<file path="config.mk">
export PLATFORM = sky130hd
export DESIGN_NAME = fft_stage_sequencer
export DESIGN_NICKNAME = d
export VERILOG_FILES = /design/src/rtl/fft_stage_sequencer.sv
export SDC_FILE = /design/constraint.sdc
export NUM_CORES = 1
export LEC_CHECK = 0
export ABC_AREA = 1
export CORE_UTILIZATION = 54
export CTS_BUF_LIST = sky130_fd_sc_hd__clkbuf_8
export DETAILED_ROUTE_END_ITERATION = 6
export GPL_ROUTABILITY_DRIVEN = 0
export PLACE_DENSITY_LB_ADDON = 0.1
export SYNTH_ARGS = -nofsm -noshare
export SYNTH_HDL_FRONTEND = slang
export SYNTH_SLANG_ARGS = --single-unit
</file>
<file path="constraint.sdc">
create_clock -name clk -period 3.2 [get_ports clk]
set_input_delay 0.32 -clock clk [delete_from_list [all_inputs] [get_ports clk]]
set_output_delay 0.32 -clock clk [all_outputs]
set_load 0.05 [all_outputs]
</file>
<file path="src/rtl/fft_stage_sequencer.sv">
// Stage/address sequencer for an in-place radix-2 FFT: issues butterfly addresses, operand mux control and ping-pong bank select.
// Optional inter-stage idle gap is compiled in with macro FFT_SEQ_DRAIN_EN.
//
// state   | meaning
// --------+---------------------------------------------------------------
// S_IDLE  | waiting for start; all outputs 0
// S_RUN   | one butterfly per cycle, oaddr sweeps 0..2^(FFT_N-1)-1
// S_DRAIN | idle gap of DRAIN_CYCLES between stages (FFT_SEQ_DRAIN_EN only)
// S_FIN   | one-cycle done pulse, then back to S_IDLE
module fft_stage_sequencer #(
    parameter int FFT_N        = 10,
    parameter int DRAIN_CYCLES = 8
) (
    input  logic             clk,
    input  logic             reset,
    input  logic             start,
    input  logic             abort,
    output logic             busy,
    output logic             done,
    output logic             oact,
    output logic [1:0]       octrl,
    output logic [FFT_N-2:0] oaddr,
    output logic [3:0]       stage,
    output logic             bank
);

    localparam int             AW         = FFT_N - 1;
    localparam logic [AW-1:0]  ADDR_MAX   = '1;
    localparam logic [3:0]     STAGE_LAST = 4'(FFT_N - 1);

    if (FFT_N < 2 || FFT_N > 12 || DRAIN_CYCLES < 1 || DRAIN_CYCLES > 255) begin : g_bad_param
        $error("fft_stage_sequencer: FFT_N must be 2..12 and DRAIN_CYCLES 1..255");
    end

`ifdef FFT_SEQ_DRAIN_EN
    typedef enum logic [1:0] {S_IDLE, S_RUN, S_DRAIN, S_FIN} state_t;
    localparam logic [7:0] DRAIN_LOAD = 8'(DRAIN_CYCLES - 1);
    logic [7:0] drain_cnt_q, drain_cnt_d;
`else
    typedef enum logic [1:0] {S_IDLE, S_RUN, S_FIN} state_t;
`endif

    state_t        state_q, state_d;
    logic [3:0]    stage_q, stage_d;
    logic [AW-1:0] addr_q, addr_d;
    logic          bank_q, bank_d;
    logic          busy_q, busy_d;
    logic          done_q, done_d;
    logic          oact_q, oact_d;
    logic [1:0]    octrl_q, octrl_d;

    always_comb begin
        state_d = state_q;
        stage_d = stage_q;
        addr_d  = addr_q;
        bank_d  = bank_q;
`ifdef FFT_SEQ_DRAIN_EN
        drain_cnt_d = drain_cnt_q;
`endif
        case (state_q)
            S_IDLE: begin
                stage_d = '0;
                bank_d  = 1'b0;
                addr_d  = '0;
                if (start && !abort) begin
                    state_d = S_RUN;
                end
            end
            S_RUN: begin
                addr_d = addr_q + 1'b1;
                if (abort) begin
                    state_d = S_IDLE;
                    stage_d = '0;
                    bank_d  = 1'b0;
                end else if (addr_q == ADDR_MAX) begin
                    if (stage_q == STAGE_LAST) begin
                        state_d = S_FIN;
                    end else begin
                        stage_d = stage_q + 4'd1;
                        bank_d  = ~bank_q;
`ifdef FFT_SEQ_DRAIN_EN
                        state_d     = S_DRAIN;
                        drain_cnt_d = DRAIN_LOAD;
`endif
                    end
                end
            end
`ifdef FFT_SEQ_DRAIN_EN
            // Stage and bank were already advanced on entry; only the timer runs here.
            S_DRAIN: begin
                if (abort) begin
                    state_d = S_IDLE;
                    stage_d = '0;
                    bank_d  = 1'b0;
                end else if (drain_cnt_q == 8'd0) begin
                    state_d = S_RUN;
                end else begin
                    drain_cnt_d = drain_cnt_q - 8'd1;
                end
            end
`endif
            S_FIN: begin
                state_d = S_IDLE;
                stage_d = '0;
                bank_d  = 1'b0;
            end
            default: begin
                state_d = S_IDLE;
                stage_d = '0;
                bank_d  = 1'b0;
            end
        endcase

        // Outputs are registered, so they are decoded from the next state.
        if (state_d != S_RUN) begin
            addr_d = '0;
        end
        oact_d = (state_d == S_RUN);
        done_d = (state_d == S_FIN);
`ifdef FFT_SEQ_DRAIN_EN
        busy_d = (state_d == S_RUN) || (state_d == S_DRAIN);
`else
        busy_d = (state_d == S_RUN);
`endif
        if (state_d != S_RUN) begin
            octrl_d = 2'b00;
        end else if (stage_d == 4'd0) begin
            octrl_d = 2'b10;
        end else begin
            octrl_d = addr_d[0] ? 2'b11 : 2'b00;
        end
    end

    always_ff @(posedge clk) begin
        if (reset) begin
            state_q <= S_IDLE;
            stage_q <= '0;
            addr_q  <= '0;
            bank_q  <= 1'b0;
            busy_q  <= 1'b0;
            done_q  <= 1'b0;
            oact_q  <= 1'b0;
            octrl_q <= 2'b00;
`ifdef FFT_SEQ_DRAIN_EN
            drain_cnt_q <= 8'd0;
`endif
        end else begin
            state_q <= state_d;
            stage_q <= stage_d;
            addr_q  <= addr_d;
            bank_q  <= bank_d;
            busy_q  <= busy_d;
            done_q  <= done_d;
            oact_q  <= oact_d;
            octrl_q <= octrl_d;
`ifdef FFT_SEQ_DRAIN_EN
            drain_cnt_q <= drain_cnt_d;
`endif
        end
    end

    assign busy  = busy_q;
    assign done  = done_q;
    assign oact  = oact_q;
    assign octrl = octrl_q;
    assign oaddr = addr_q;
    assign stage = stage_q;
    assign bank  = bank_q;

endmodule

</file>
### Word-level counts from Yosys, hierarchy flattened

Cells that the tools add are included.
Widths: inputs -> output; s select.

| word-level totals | value |
|---|---|
| bits of input ports | 4 |
| bits in registers | 20 |
| logic and storage cells | 42 |
| output and inout bits | 19 |

| operators by class | value |
|---|---|
| multiplexer cells | 13 |
| reductions and logical operators | 9 |
| bitwise gates (word level) | 3 |
| add/subtract/negate cells | 2 |
| equality and inequality tests | 6 |

Operators by type and width:

| kind | number |
|---|---|
| $pmux 9 s2 | 1 |
| $mux 4 | 4 |
| $mux 2 | 6 |
| $add 9x1->9 const B | 1 |
| $eq 9x9->1 const B | 1 |
| $reduce_or 3->1 | 2 |
| $add 4x1->4 const B | 1 |
| $eq 2x1->1 const B | 2 |
| $eq 4x4->1 const B | 1 |
| $logic_not 4->1 | 1 |
| $pmux 2 s2 | 1 |
| $not 1->1 | 3 |
| $eq 2x2->1 const B | 1 |
| $logic_not 2->1 | 1 |
| $ne 2x1->1 const B | 1 |
| $reduce_and 2->1 | 1 |
| $reduce_bool 2->1 | 1 |
| $reduce_or 2->1 | 1 |
| $logic_and 1x1->1 | 1 |
| $logic_not 1->1 | 1 |
| $mux 1 | 1 |

### Logic depth before layout (Yosys ltp)

Gate-level depths: netlist (run 1).

| depth | value |
|---|---|
| depth after elaboration | 9 |
| mapped depth | 15 |
| depth with buffers taken out | 15 |

### Worst setup path after synthesis (run 1)

No wires, ideal clock.

| timing | value |
|---|---|
| kind | register to register |
| start point | reg addr_q[0] (netlist: oaddr[0]) |
| end point | reg octrl_q[1] (netlist: octrl[1]) |
| library setup time | 64 ps |
| data required time | 3136 ps |
| buffers on the path | 0 |
| cell stages (with the launch flop) | 13 |
| setup slack | 873 ps |
| clock period less this slack | 2327 ps |
| arrival | 2263 ps |
| cell sequence | dfxtp_1 ha_1 nand3_1 nor2_1 nand2_1 nor3_1 ha_1 nand4_1 nand3_1 nand2_1 nor2_1 nor2_1 nor2_1 |

| between the ends | value |
|---|---|
| longest elaborated chain between the ends | 8 |
| elaborated cells on any way between the ends | 15 |
| those cells by class | add/sub (1); eq/ne (2); mux (10); reduce/logical (2) |

Ends and longest elaborated chain:

| what | RTL line | text |
|---|---|---|
| start, declared | 45 | `logic [AW-1:0] addr_q, addr_d;` |
| start signal, assigned | 150 | `addr_q <= addr_d;` |
| $eq 9x9->1 | 75 | `end else if (addr_q == ADDR_MAX) begin` |
| $mux 2 | 75 |  |
| $mux 2 | 71 | `if (abort) begin` |
| $pmux 2 s2 | 60 | `case (state_q)` |
| $ne 2x1->1 | 115, 125 |  |
| $mux 1 | 115 | `if (state_d != S_RUN) begin` |
| $mux 2 | 130 | `octrl_d = addr_d[0] ? 2'b11 : 2'b00;` |
| $mux 2 | 127 | `end else if (stage_d == 4'd0) begin` |
| end signal, assigned | 155 | `octrl_q <= octrl_d;` |
| end, declared | 50 | `logic [1:0] octrl_q, octrl_d;` |

Parallel ways exist; a longest one is shown, timed or not.
A chain may end at the register's enable or synchronous reset.

### Worst setup path in the final report (run 1)

Ends and elaborated chain as after synthesis.

==> run_results.csv, run 1 <==
group,metric,value,unit
power,leakage,0.461,nW
clock_tree,ctsResizeCount,0,
global_routing,grt_max_degree,12,
sta,period_share,0.685,
floorplan,start_util,0.599,
synthesis,ys_async_sr_fraction,0,
outcome,violations,"DRC",
global_routing,grt_pass1_wl,3040,um
clock_tree,cts_root_buf,"clkbuf_8",
synthesis,synthTopCellsByArea,"dfxtp_1 (43%), nand2_1 (12%), nor2_1 (7.6%)",
sta,setup_tns,0,ns
placement,port_buffers,22,
finish,drive_gt1_frac,0.0733,
worst_setup_path,cpMaxStageDelayCell,"dfxtp_1",
clock_tree,cts_buffers,3,
synthesis,syn_area,933,um2
floorplan,pin_count,23,
worst_setup_path,path_cells,"ha_1, nand3_1, nor2_1, nand2_1, nor3_1, ha_1, nand4_1, nand3_1, nand2_1, nor2_1, nor2_1, nor2_1",
synthesis,synth_ff_type,"dfxtp_1",
power,p_per_area,388,nW/um2
floorplan,die-area,1900,um2
power,p_comb_frac,0.064,
worst_setup_path,end_kind,"flop",
sta,relSlewSlack,0.649,
sta,tightestPinTransition,0.525,ns
synthesis,synth_cell_types,20,
worst_setup_path,crit_fanout,7,
clock_tree,cts_max_level,1,
synthesis,synth.most_common_cell,"nand2_1",
power,switchingPower,98.7,uW
sta,skew,0.00981,ns
synthesis,yosysTopAreaCellShare,0.429,
synthesis,avgSynthCellArea,7.41,um2
power,p_int,371,uW
clock_tree,post-cts-setup-buffer-count,0,
power,power,470,uW
global_routing,grt_antenna_before_repair,0,
finish,antenna_cells,0,
worst_setup_path,crit_required,3.39,ns
worst_setup_path,critPathKind,"reg2reg",
synthesis,synth-seq-area-share,0.429,
sta,rsz0062_at_grt,"false",
global_routing,grt_pass1_vias,742,
synthesis,synthTopCellsByCount,"nand2_1 (31), dfxtp_1 (20), nor2_1 (19), inv_1 (13), nand3_1 (11)",
worst_setup_path,worst_ep_arrival_time,2.38,ns
finish,post-route-util,0.776,
sta,setup_violations,0,
detailed_routing,wl_per_cell,11.5,um
synthesis,syn_nets,134,
worst_setup_path,reg2reg_slack,1.01,ns
synthesis,synthCells,126,
clock_tree,cts_buffer_depth,2,
synthesis,synth_top_cell_by_area,"dfxtp_1",
sta,fin_hold_ws,0.482,ns
global_routing,grt.overflow.total,0,
detailed_routing,antenna_left,0,
detailed_routing,wirelength,1910,um
sta,period_minus_slack,2.19,ns
synthesis,ys_seq_elements,20,
worst_setup_path,cpMostUsedCell,"nor2_1",
clock_tree,postCtsHoldBufs,0,
outcome,outcome,"complete, but fails checks",
clock_tree,cts.sinks,20,
sta,drv_slew,0,
detailed_routing,vias,849,
hold_path,holdCritPathClass,"reg2reg",
power,switching_share,0.210,
power,p_clk_frac,0.398,
placement,dp_hpwl,1390,um
detailed_routing,firstDrtPassIters,6,
worst_setup_path,max_stage_delay,0.40,ns
floorplan,rows,14,
worst_setup_path,start_kind,"flop",
placement,place_ws,1.09,ns
floorplan,coreArea,1560,um2
clock_tree,cts_tree,"done",
synthesis,synth-edff-count,0,
floorplan,die_h,43.6,um
synthesis,yosysWarnings,0,
detailed_routing,drc,2,
power,ir_worst_vdd,0.396,mV
finish,syn_to_final_growth,29.6,%
power,seqPwrFrac,0.538,
global_routing,grt_usage,0.220,
clock_tree,clock_latency,0.26,ns
sta,setup_ws,1.01,ns
detailed_routing,vias_per_cell,5.11,
sta,max_freq,456,MHz
sta,hold_violations,0,
job,maxCapViolations,0,
finish,fin_nets,159,
detailed_routing,first_iter_violations,25,
floorplan,die_w,43.6,um
clock_tree,path_clk_slew,0.07,ns
finish,num-fill-cells,105,
[worst max-delay path, delay by kind of cell (launching register included)]
family,cells,cell delay [ns]
and+or+nand+nor,10,1.25
adders and majority gates,2,0.49
DFF,1,0.40
[per-layer routing]
layer | routed length, um | track usage
met5 | 0 | 0
met4 | 9 | 0.0688
met3 | 140 | 0.0875
met2 | 846 | 0.343
met1 | 915 | 0.278
[flip-flops by register name, summed over array words and instances, names as in the netlist]
signal	flops
bank	1
done	1
oact	1
oaddr	9
octrl	2
stage	4
state_q	2
[layout by cell type (no fill, tap or decap), drive strengths merged, types with 2 or more instances in the layout]
cell type      count
or2                2
a21oi              9
o21ai              2
inv               14
nand3b             2
clkbuf             4
nor2              20
xor2               3
clkdlybuf4s50     22
dfxtp             20
nor3               4
nand3             11
ha                 4
nand2             32
[through the flow]
step	std cells	cell area [um2]
after detailed placement	162	1150
final	166	1210
after global routing	166	1210
after global placement	162	1150
after CTS	166	1210
after floorplan	126	933
[power by group through the flow]
stage / Combinational (mW) / Clock, mW / Sequential, mW
after detailed placement: 0.0298 / 0 / 0.258
after global routing: 0.0318 / 0.201 / 0.253
after global placement: 0.0297 / 0 / 0.258
after CTS: 0.0300 / 0.188 / 0.252
final: 0.0300 / 0.187 / 0.253
after floorplan: 0.0131 / 0 / 0.264
[path summary, 6_finish.rpt]
kind                            startpoint  cells past startpoint       end
worst max-delay path              oaddr[0]                     12  octrl[1]
worst min-delay path                  bank                      2      bank
worst max register to register    oaddr[0]                     12  octrl[1]
worst min register to register        bank                      2      bank
[cells by family (layout without fill, tap and decap cells)]
| kind of cell | after synthesis | in the layout | share of synthesized area |
|---|---|---|---|
| compound gates | 11 | 11 | 0.0711 |
| simple gates | 72 | 72 | 0.342 |
| fa+ha+maj | 4 | 4 | 0.0536 |
| xor+xnor | 3 | 3 | 0.0282 |
| buf+inv | 16 | 40 | 0.0764 |
| flops | 20 | 20 | 0.429 |
[final cells by class]
type / instances / area [um2] / share of cell area
timing repair buffer: 22 / 220 / 0.182
tap: 16 / 20.0 / 0.0165
multi-input combinational: 90 / 462 / 0.382
clock buffer: 4 / 55.1 / 0.0455
inverter: 14 / 52.6 / 0.0434
sequential: 20 / 400 / 0.331
Note: power is estimated with default switching activity, not from simulation.
==> run 2: changes to the inputs <==
--- a/config.mk
+++ b/config.mk
@@ -6,7 +6,7 @@
 export NUM_CORES = 1
 export LEC_CHECK = 0
 export ABC_AREA = 1
-export CORE_UTILIZATION = 54
+export CORE_UTILIZATION = 45
 export CTS_BUF_LIST = sky130_fd_sc_hd__clkbuf_8
 export DETAILED_ROUTE_END_ITERATION = 6
 export GPL_ROUTABILITY_DRIVEN = 0
==> constraint.sdc (replaced) <==
create_clock -name clk -period 1.8 [get_ports clk]
set_input_delay 0.18 -clock clk [delete_from_list [all_inputs] [get_ports clk]]
set_output_delay 0.18 -clock clk [all_outputs]
set_load 0.05 [all_outputs]
==> run_results.csv, run 2 (same netlist as run 1, synthesis figures left out) <==
group,metric,value,unit
outcome,outcome,"complete, but fails checks",
outcome,violations,"setup timing",
placement,place_ws,-0.0864,ns
worst_setup_path,crit_required,1.96,ns
power,p_int,615,uW
floorplan,start_util,0.476,
detailed_routing,vias_per_cell,5.08,
clock_tree,clock_latency,0.26,ns
worst_setup_path,start_kind,"flop",
finish,final_cell_mix,"nand2_1 (25), clkdlybuf4s50_1 (22), nor2_1 (16)",
global_routing,grt.overflow.total,0,
worst_setup_path,reg2reg_slack,-0.15,ns
finish,fin_cells,193,
global_routing,grt_antenna_before_repair,0,
placement,port_buffers,22,
clock_tree,path_clk_slew,0.07,ns
sta,setup_ws,-0.146,ns
power,p_comb_frac,0.072,
detailed_routing,vias,980,
sta,skew,0.00157,ns
clock_tree,cts.sinks,20,
floorplan,die-area,2260,um2
clock_tree,cts_buffer_depth,2,
finish,antenna_cells,0,
worst_setup_path,crit_end,"octrl[1]",
power,power,810,uW
clock_tree,cts_max_level,1,
finish,final_common_cell,"nand2_1",
clock_tree,cts_tree,"done",
placement,dpl-instance-area,1270,um2
clock_tree,cts_root_buf,"clkbuf_8",
power,ir_worst_vdd,0.469,mV
floorplan,pin_count,23,
detailed_routing,firstDrtPassIters,4,
power,leakage,0.553,nW
sta,setup_tns,-1.21,ns
sta,fin_hold_ws,0.498,ns
finish,post-route-util,0.754,
finish,drive_gt1_frac,0.319,
detailed_routing,wl_per_cell,13.0,um
sta,tightestPinTransition,0.508,ns
sta,setup_violations,12,
floorplan,die_h,47.5,um
power,seqPwrFrac,0.551,
sta,period_minus_slack,1.95,ns
worst_setup_path,worst_ep_arrival_time,2.11,ns
sta,max_freq,514,MHz
power,switching_share,0.240,
finish,design_area,1480,um2
sta,rsz0062_at_grt,"true",
detailed_routing,wirelength,2510,um
worst_setup_path,end_kind,"flop",
global_routing,grt_usage,0.210,
finish,syn_to_final_growth,58.6,%
power,switchingPower,195,uW
job,maxCapViolations,0,
global_routing,grt_pass1_wl,3240,um
worst_setup_path,r2r-start,"oaddr[1]",
worst_setup_path,crit_fanout,5,
worst_setup_path,startpoint,"oaddr[1]",
sta,relSlewSlack,0.661,
floorplan,rows,16,
detailed_routing,first_iter_violations,28,
floorplan,die_w,47.5,um
worst_setup_path,reg2reg_to,"octrl[1]",
sta,drv_slew,0,
clock_tree,cts_buffers,3,
global_routing,grt_max_degree,12,
worst_setup_path,critPathKind,"reg2reg",
placement,dpl.cell_count,181,
global_routing,grt_pass1_vias,786,
hold_path,holdCritPathClass,"reg2reg",
power,p_clk_frac,0.377,
detailed_routing,drc,0,
sta,hold_violations,0,
finish,largest_reg_flops,9,
sta,period_share,1.08,
placement,dp_hpwl,1560,um
floorplan,coreArea,1960,um2
power,p_per_area,547,nW/um2
worst_setup_path,reg2reg_depth,13,
finish,fin_nets,175,
detailed_routing,antenna_left,0,
-- run 2: cell types whose count changed in the layout (fill, tap and decap cells not counted), sizes merged --
cell	before	now
buf	0	16
clkbuf	4	3
clkinv	0	2
inv	14	13
-- run 2: layer usage --
metal	GRT usage	vias up	wire (um)
li1	-	482	-
met1	0.269	460	1120
met2	0.326	32	1220
met3	0.0415	6	124
met4	0.122	0	38
met5	0	-	0
-- run 2: layout make-up --
type                       count  area [um2]
multi-input combinational     90         584
fill                         151         482
sequential                    20         412
timing repair buffer          38         348
inverter                      14        57.6
clock buffer                   3        41.3
tap                           27        33.8
clock inverter                 1        3.75
-- run 2: worst max-delay path, cell delays in order, from the launching register on --
cell,delay (ns)
dfxtp_4,0.37
ha_4,0.14
nand3_4,0.09
nor2_4,0.13
nand2_2,0.08
nor3_4,0.19
ha_4,0.19
nand2_1,0.11
nand2_1,0.10
nand3_1,0.12
nand2_1,0.14
nor2_4,0.05
nor2_1,0.08
nor2_1,0.04
-- run 2: power by group through the flow --
stage	logic [mW]	registers [mW]	clock network (mW)
5_1_grt	0.0621	0.446	0.329
6_report	0.0583	0.446	0.305
2_1_floorplan	0.0240	0.466	0
4_1_cts	0.0560	0.446	0.308
3_3_place_gp	0.0547	0.456	0
3_5_place_dp	0.0548	0.456	0
-- run 2: timing repair --
item,in CTS,in global routing
setup buffers,6,2
hold endpoints to repair,0,0
resized for setup,4,21
hold buffers,0,0
pin swaps,7,14
endpoints found under the setup margin,12,19
-- run 2: worst min-delay path by stage --
stage | cells past startpoint | end | start | slack (ns)
2_1_floorplan | 1 | oact | reset | 0.25
3_3_place_gp | 2 | bank | bank | 0.46
3_5_place_dp | 2 | oaddr[4] | oaddr[4] | 0.47
4_1_cts | 2 | oaddr[4] | oaddr[4] | 0.48
5_1_grt | 2 | oaddr[4] | oaddr[4] | 0.51
6_report | 2 | bank | bank | 0.50
